`src/rtl/fetch_arb.sv`:
```
`default_nettype none
// ============================================================================
// Module   : fetch_arb
// Purpose  : Shared memory-port arbiter and IF fetch sequencer with skid buffer.
//            Optional perf counters are enabled by defining FETCH_ARB_PERF_EN.
// Revision : 1.0
// ============================================================================
module fetch_arb #(
    parameter int                ADDR_W         = 24,
    parameter int                DATA_W         = 24,
    parameter logic [ADDR_W-1:0] RESET_PC       = '0,
    parameter int                MAX_DATA_BURST = 4
) (
    input  logic              iw_clk,
    input  logic              iw_rst_n,
    input  logic              iw_stall,
    input  logic              iw_redirect,
    input  logic [ADDR_W-1:0] iw_redirect_pc,
    input  logic              iw_d_req,
    input  logic              iw_d_we,
    input  logic [ADDR_W-1:0] iw_d_addr,
    input  logic [DATA_W-1:0] iw_d_wdata,
    output logic              ow_d_ack,
    output logic [DATA_W-1:0] ow_d_rdata,
    output logic              ow_mem_en,
    output logic              ow_mem_we,
    output logic [ADDR_W-1:0] ow_mem_addr,
    output logic [DATA_W-1:0] ow_mem_wdata,
    input  logic [DATA_W-1:0] iw_mem_rdata,
    output logic              ow_ia_valid,
    output logic [ADDR_W-1:0] ow_pc,
    output logic [DATA_W-1:0] ow_instr
`ifdef FETCH_ARB_PERF_EN
    ,
    output logic [15:0]       ow_starve_cnt,
    output logic [15:0]       ow_dgrant_cnt
`endif
);

    localparam logic [3:0] MAX_BURST = 4'(MAX_DATA_BURST);

    typedef enum logic [0:0] {
        S_BOOT = 1'b0,
        S_RUN  = 1'b1
    } state_t;

    state_t            state;
    state_t            state_nxt;

    logic [ADDR_W-1:0] fetch_pc;
    logic [3:0]        burst_cnt;
    logic              skid_valid;
    logic [ADDR_W-1:0] skid_pc;
    logic [DATA_W-1:0] skid_instr;
    logic              d_tag;
    logic              d_tag_we;
    logic              f_tag;
    logic [ADDR_W-1:0] f_tag_pc;

    logic              run;
    logic              skid_drain;
    logic              fetch_eligible;
    logic              grant_data;
    logic              grant_fetch;
    logic              fetch_live;
    logic              skid_capture;
    logic [3:0]        burst_nxt;

    always_ff @(posedge iw_clk or negedge iw_rst_n) begin
        if (!iw_rst_n) begin
            state <= S_BOOT;
        end else begin
            state <= state_nxt;
        end
    end

    always_comb begin
        state_nxt = state;
        case (state)
            S_BOOT:  state_nxt = S_RUN;
            S_RUN:   state_nxt = S_RUN;
            default: state_nxt = S_BOOT;
        endcase
    end

    // A full skid buffer that drains this cycle frees the slot for a new fetch.
    always_comb begin
        run            = (state == S_RUN);
        skid_drain     = skid_valid && !iw_stall && !iw_redirect;
        fetch_eligible = run && !iw_stall && !iw_redirect && (!skid_valid || skid_drain);
        grant_data     = run && iw_d_req && ((burst_cnt < MAX_BURST) || !fetch_eligible);
        grant_fetch    = fetch_eligible && !grant_data;
        fetch_live     = f_tag && !iw_redirect;
        skid_capture   = fetch_live && iw_stall;
    end

    always_comb begin
        burst_nxt = burst_cnt;
        if (grant_data) begin
            if (!fetch_eligible) begin
                burst_nxt = 4'd0;
            end else if (burst_cnt != 4'hF) begin
                burst_nxt = burst_cnt + 4'd1;
            end
        end else if (grant_fetch) begin
            burst_nxt = 4'd0;
        end
    end

    always_comb begin
        ow_mem_en    = grant_data || grant_fetch;
        ow_mem_we    = grant_data && iw_d_we;
        ow_mem_addr  = '0;
        ow_mem_wdata = '0;
        if (grant_data) begin
            ow_mem_addr = iw_d_addr;
            if (iw_d_we) begin
                ow_mem_wdata = iw_d_wdata;
            end
        end else if (grant_fetch) begin
            ow_mem_addr = fetch_pc;
        end
    end

    always_comb begin
        ow_d_ack    = d_tag;
        ow_d_rdata  = (d_tag && !d_tag_we) ? iw_mem_rdata : '0;
        ow_ia_valid = 1'b0;
        ow_pc       = '0;
        ow_instr    = '0;
        if (fetch_live && !iw_stall) begin
            ow_ia_valid = 1'b1;
            ow_pc       = f_tag_pc;
            ow_instr    = iw_mem_rdata;
        end else if (skid_drain) begin
            ow_ia_valid = 1'b1;
            ow_pc       = skid_pc;
            ow_instr    = skid_instr;
        end
    end

    always_ff @(posedge iw_clk or negedge iw_rst_n) begin
        if (!iw_rst_n) begin
            fetch_pc   <= RESET_PC;
            burst_cnt  <= 4'd0;
            skid_valid <= 1'b0;
            skid_pc    <= '0;
            skid_instr <= '0;
            d_tag      <= 1'b0;
            d_tag_we   <= 1'b0;
            f_tag      <= 1'b0;
            f_tag_pc   <= '0;
        end else begin
            burst_cnt <= burst_nxt;
            d_tag     <= grant_data;
            d_tag_we  <= grant_data && iw_d_we;
            f_tag     <= grant_fetch;

            if (grant_fetch) begin
                f_tag_pc <= fetch_pc;
            end

            if (iw_redirect) begin
                fetch_pc <= iw_redirect_pc;
            end else if (grant_fetch) begin
                fetch_pc <= fetch_pc + ADDR_W'(1);
            end

            if (iw_redirect) begin
                skid_valid <= 1'b0;
            end else if (skid_capture) begin
                skid_valid <= 1'b1;
                skid_pc    <= f_tag_pc;
                skid_instr <= iw_mem_rdata;
            end else if (skid_drain) begin
                skid_valid <= 1'b0;
            end
        end
    end

`ifdef FETCH_ARB_PERF_EN
    always_ff @(posedge iw_clk or negedge iw_rst_n) begin
        if (!iw_rst_n) begin
            ow_starve_cnt <= 16'd0;
            ow_dgrant_cnt <= 16'd0;
        end else begin
            if (grant_data && fetch_eligible && (ow_starve_cnt != 16'hFFFF)) begin
                ow_starve_cnt <= ow_starve_cnt + 16'd1;
            end
            if (grant_data && (ow_dgrant_cnt != 16'hFFFF)) begin
                ow_dgrant_cnt <= ow_dgrant_cnt + 16'd1;
            end
        end
    end
`endif

endmodule
`default_nettype wire

```
`config.mk`:
```
export PLATFORM = sky130hd
export DESIGN_NAME = fetch_arb
export DESIGN_NICKNAME = d
export VERILOG_FILES = /design/src/rtl/fetch_arb.sv
export SDC_FILE = /design/constraint.sdc
export NUM_CORES = 1
export LEC_CHECK = 0
export ABC_AREA = 1
export CAP_MARGIN = 20
export CORE_ASPECT_RATIO = 1.2
export CORE_UTILIZATION = 45
export DETAILED_ROUTE_END_ITERATION = 10
export HOLD_SLACK_MARGIN = 0.06
export PLACE_DENSITY = 0.8
export SLEW_MARGIN = 20
export SYNTH_ARGS = -nofsm -noshare
export SYNTH_HDL_FRONTEND = slang
export SYNTH_SLANG_ARGS = --single-unit
```
`constraint.sdc`:
```
create_clock -name iw_clk -period 2.15 [get_ports iw_clk]
set_input_delay 0.5375 -clock iw_clk [delete_from_list [all_inputs] [get_ports iw_clk]]
set_output_delay 0.5375 -clock iw_clk [all_outputs]
set_load 0.03 [all_outputs]
```
; After elaboration in Yosys (flattened, before gate mapping)
; Cells that the tools add are included.
[word_totals]
ff_bits = 105
out_inout_bits = 124
word_cells = 63
[op_classes]
add_sub_neg = 2
n_lt_le_gt_ge = 1
eq_ne = 2
muxes = 20
bitwise = 1
n_reduce_logical = 27
[ops]
columns = op, n
row1 = two-way mux 24 bit, 11
row2 = "adder 24 x 1 -> 24 bit, second input constant", 1
row3 = two-way mux 4 bit, 4
row4 = logical AND 1 bit, 13
row5 = zero test 1 bit, 6
row6 = two-way mux 1 bit, 5
row7 = "adder 4 x 1 -> 4 bit, second input constant", 1
row8 = "< comparator 4 x 3 -> 1 bit, second input constant", 1
row9 = "inequality test 4 bit, second input constant", 1
row10 = AND reduction 2 bit, 2
row11 = nonzero test 2 bit, 2
row12 = logical OR 1 bit, 3
row13 = "inequality test 3 x 2 -> 1 bit, second input constant", 1
row14 = nonzero test 3 bit, 1
row15 = inverter 1 bit, 1

; Longest topological paths before layout
[logic_depth]
word_depth = 12
ltp_mapped = 10

; Least setup slack after synthesis
; No wires, ideal clock.
[synth_timing]
path_kind = input-to-output
start = in iw_redirect
end = out ow_instr[10]
arrival_ns = 1.868
setup_slack_ns = -0.255
stages = 6
cell_sequence = buf_6 nor2_4 nand2_2 clkbuf_2 buf_2 o21ai_0
[synth_via]
elab_chain_cells = 4
[synth_rtl]
columns = element, line
row1 = "start, declared", 17  ; input logic iw_redirect,
row2 = zero test 1 bit *, "89, 93"
row3 = logical AND 1 bit (on tied branches), "89, 93"
row4 = two-way mux 24 bit / logical AND 1 bit (equally long branches), "135, 131"
row5 = two-way mux 24 bit *, 131  ; if (fetch_live && !iw_stall) begin
row6 = "end, declared", 32  ; output logic [DATA_W-1:0] ow_instr
; Mark *: on every way between the ends. The rest lies on a longest branch, timed or not.

; Worst setup path after layout
[layout_timing]
start = reg state (netlist: run)
end = out ow_mem_wdata[16]
[layout_via]
elab_chain_cells = 7
[layout_rtl]
columns = element, line
row1 = "start, declared", 47  ; state_t state;
row2 = "start signal, assigned", 73  ; state <= state_nxt;
row3 = logical AND 1 bit (3 in series), 90  ; fetch_eligible = run && !iw_stall && !iw_redirect && (!skid_valid || skid_drain);
row4 = zero test 1 bit, -
row5 = logical OR 1 bit, 91  ; grant_data = run && iw_d_req && ((burst_cnt < MAX_BURST) || !fetch_eligible);
row6 = logical AND 1 bit *, 91
row7 = two-way mux 24 bit *, 115  ; if (grant_data) begin
row8 = "end, declared", 28  ; output logic [DATA_W-1:0] ow_mem_wdata,
; Marked as above.

==> metrics.csv <==
stage;metric;value;unit
floorplan;start_util;46.55;%
clocking;cts_buffers;9;
floorplan;fp.dieH;127.7;µm
timing;rsz0062_at_grt;true;
run;max-cap-violations;0;
floorplan;core_area;0.01272;mm²
cells_and_area;num-nets-final;1210;
yosys;synth_edf_count;0;
timing;fin_ws;-0.09912;ns
yosys;synth.most_common_cell;nand2_1;
worst_setup_path;end_kind;primary output;
yosys;synth_commonest_cells;nand2_1, o21ai_0, dfrtp_1;
yosys;synth_nets;940;
cells_and_area;final_util;77.11;%
placement;port_buffers;225;
cells_and_area;layout.cells.non_filler;1275;
floorplan;dieArea;0.01363;mm²
floorplan;die_x;106.7;µm
drt;wl;21.33;mm
yosys;yosys.cell_types.count;34;
power;totalPowerFinal;5774;µW
drt;drtPass1Iterations;5;
worst_setup_path;critPathKind;reg -> out;
worst_setup_path;crit_top_cell;buf_6;
floorplan;row_count;45;
cells_and_area;num_antenna_cells;0;
cells_and_area;area_delta_synth_final;65.65;%
power;peakVddDrop;0.0006571;V
yosys;syn_area;0.005923;mm²
global_routing;grt_pass1_wl;30.64;mm
global_routing;grt_pass1_vias;6155;
timing;slew_viol_final;0;
drt;drt_iter0_markers;569;
drt;drc_errors;0;
worst_setup_path;critPathMaxFanout;7;
worst_setup_path;worst_ep_required_time;1.61;ns
drt;viasPerCell;5.306;
placement;post-place-ws;-0.4312;ns
timing;setup_viol;49;
global_routing;grt_max_degree;49;
timing;min_period;2.249;ns
yosys;synth_seq_cells;105;
timing;fin_skew;0.007620;ns
placement;dp_hpwl;13.48;mm
clocking;cts_tree;built;
timing;fmax;444.6;MHz
cells_and_area;layout-drive-gt1-share;30.69;%
global_routing;antenna_found_initial;0;
global_routing;grtUsageTotal;28.53;%
yosys;ys.flop_type;dfrtp_1;
yosys;syn_avg_cell_area;7.085;µm²
yosys;synth_top_area_share;44.36;%
clocking;insertion_delay;0.35;ns
drt;wl_per_cell;16.73;µm
yosys;yosys.area.top_type;dfrtp_1;
yosys;synth-async-reset-ratio;100.0;%
run_status;violations;negative setup slack;
clocking;clock-sinks;105;
drt;antenna_left;0;
worst_setup_path;cp_slowest_cell;dfrtp_1;
clocking;clkTransAtPathRegs;0.07;ns
yosys;yosys_warnings;0;
timing;hold_violations;0;
worst_setup_path;cp.arrival;1.71;ns
yosys;seq_area_frac_synth;44.36;%
timing;whs;0.1028;ns
power;p_per_area;588.5;mW/mm²
clocking;cts_root_buffer;clkbuf_16;
placement;gp_congestion;0.9251;
yosys;syn-instance-count;836;
yosys;synth_area_leaders;dfrtp_1, nand2_1, o21ai_0;
power;leakage;0.004856;µW
drt;vias;6765;
clocking;clockBufferDepth;2;
timing;fin_crit_sh;104.6;%
worst_hold_path;worstHoldPathType;in -> async;
placement;dp_cells;1237;
worst_setup_path;slowest_delay;0.39;ns
worst_setup_path;crit_chain;nand2_2 > buf_6 > buf_4 > inv_2 > nand2_4 > clkbuf_16 > nor2_4 > buf_6;
global_routing;grt-ovfl-total;0;
worst_setup_path;startpoint_type;flop;
run_status;status;finished, violations left;
floorplan;ios;226;
clocking;htreeDepth;3;
## repair_timing
item                       in CTS  in global routing
resized for setup             116                104
cloned                          5                  4
setup endpoints to repair     109                 79
pin swaps                      12                 12
buffers inserted               17                  1
hold buffers                    0                  0
## kinds of logic (layout without fill, tap and decap cells)
kind of cell | count (synthesis) | in the layout | share of synthesized area [%]
compound gates | 140 | 140 | 12.25
fa+ha+maj | 2 | 2 | 0.4224
xor+xnor | 6 | 6 | 0.8874
other cells | 1 | 1 | 0.06331
buf+inv | 138 | 413 | 10.54
simple gates | 444 | 444 | 31.47
flops | 105 | 105 | 44.36
## worst paths after layout
path / start / slack [ns] / depth (start not counted) / to
max in group asynchronous: iw_rst_n / 1.49 / 2 / skid_instr[13]
worst max-delay path: run / -0.1 / 8 / ow_mem_wdata[16]
worst min register to register: skid_pc[14] / 0.49 / 2 / skid_pc[14]
min in group iw_clk: iw_stall / 0.46 / 3 / skid_valid
worst max register to register: run / 0.41 / 12 / fetch_pc[22]
worst min-delay path: iw_rst_n / 0.10 / 1 / fetch_pc[5]
## registers in the layout (all words and copies together) (netlist names)
register    cells
fetch_pc       24
f_tag_pc       24
f_tag           1
skid_valid      1
d_tag_we        1
ow_d_ack        1
burst_cnt       4
skid_instr     24
run             1
skid_pc        24
## where the power goes
| part | total, µW | internal, µW | switching (µW) |
|---|---|---|---|
| clock | 1690 | 940 | 747 |
| sequential | 2610 | 2350 | 265 |
| combinational | 1480 | 648 | 830 |
## placed cells by master (no fill, tap or decap), types with 2 or more instances in the layout
cell / n
clkbuf_16: 12
buf_16: 3
bufbuf_16: 2
nand2_4: 22
buf_2: 2
nand3_1: 94
nand2_1: 201
o21bai_1: 3
nor2_1: 50
buf_12: 21
xor2_1: 3
a21oi_1: 2
nor2_2: 5
nand4_1: 3
ha_1: 2
buf_4: 117
o21ai_0: 92
nand2_2: 39
inv_6: 3
inv_2: 7
clkdlybuf4s50_1: 98
xnor2_1: 3
o21ai_1: 27
dfrtp_1: 104
clkinv_2: 2
buf_6: 58
nor2_4: 25
o21ai_2: 13
inv_1: 82
## stage by stage
stage                     TNS [ns]  area, µm²
final                       -1.970       9812
after detailed placement    -36.23       8538
after floorplan             -3.525       5957
after global routing        -4.306       9812
after global placement      -32.48       8538
after CTS                  -0.7899       9430
## final cells by class
| class | instances | area [µm²] |
|---|---|---|
| clock inverters | 6 | 65.06 |
| inverters | 92 | 352.8 |
| repair buffers | 305 | 3176 |
| flip-flops and latches | 105 | 2629 |
| well taps | 164 | 205.2 |
| multi-input cells | 593 | 3146 |
| clock buffers | 10 | 239.0 |
| fillers | 919 | 2913 |
## metal layers
layer | vias up | routed length [µm] | global-route usage [%]
met5 | - | 0 | 0
met4 | 0 | 1076 | 13.22
met3 | 91 | 1361 | 3.050
met2 | 337 | 10670 | 48.58
met1 | 3142 | 8222 | 36.41
li1 | 3195 | - | -
## critical path, delay by kind of cell (launching register included)
kind | cells | cell delay [ns]
buf+inv | 5 | 0.65
flops | 1 | 0.39
simple gates | 3 | 0.31
Power figures use the tool's default switching activity.
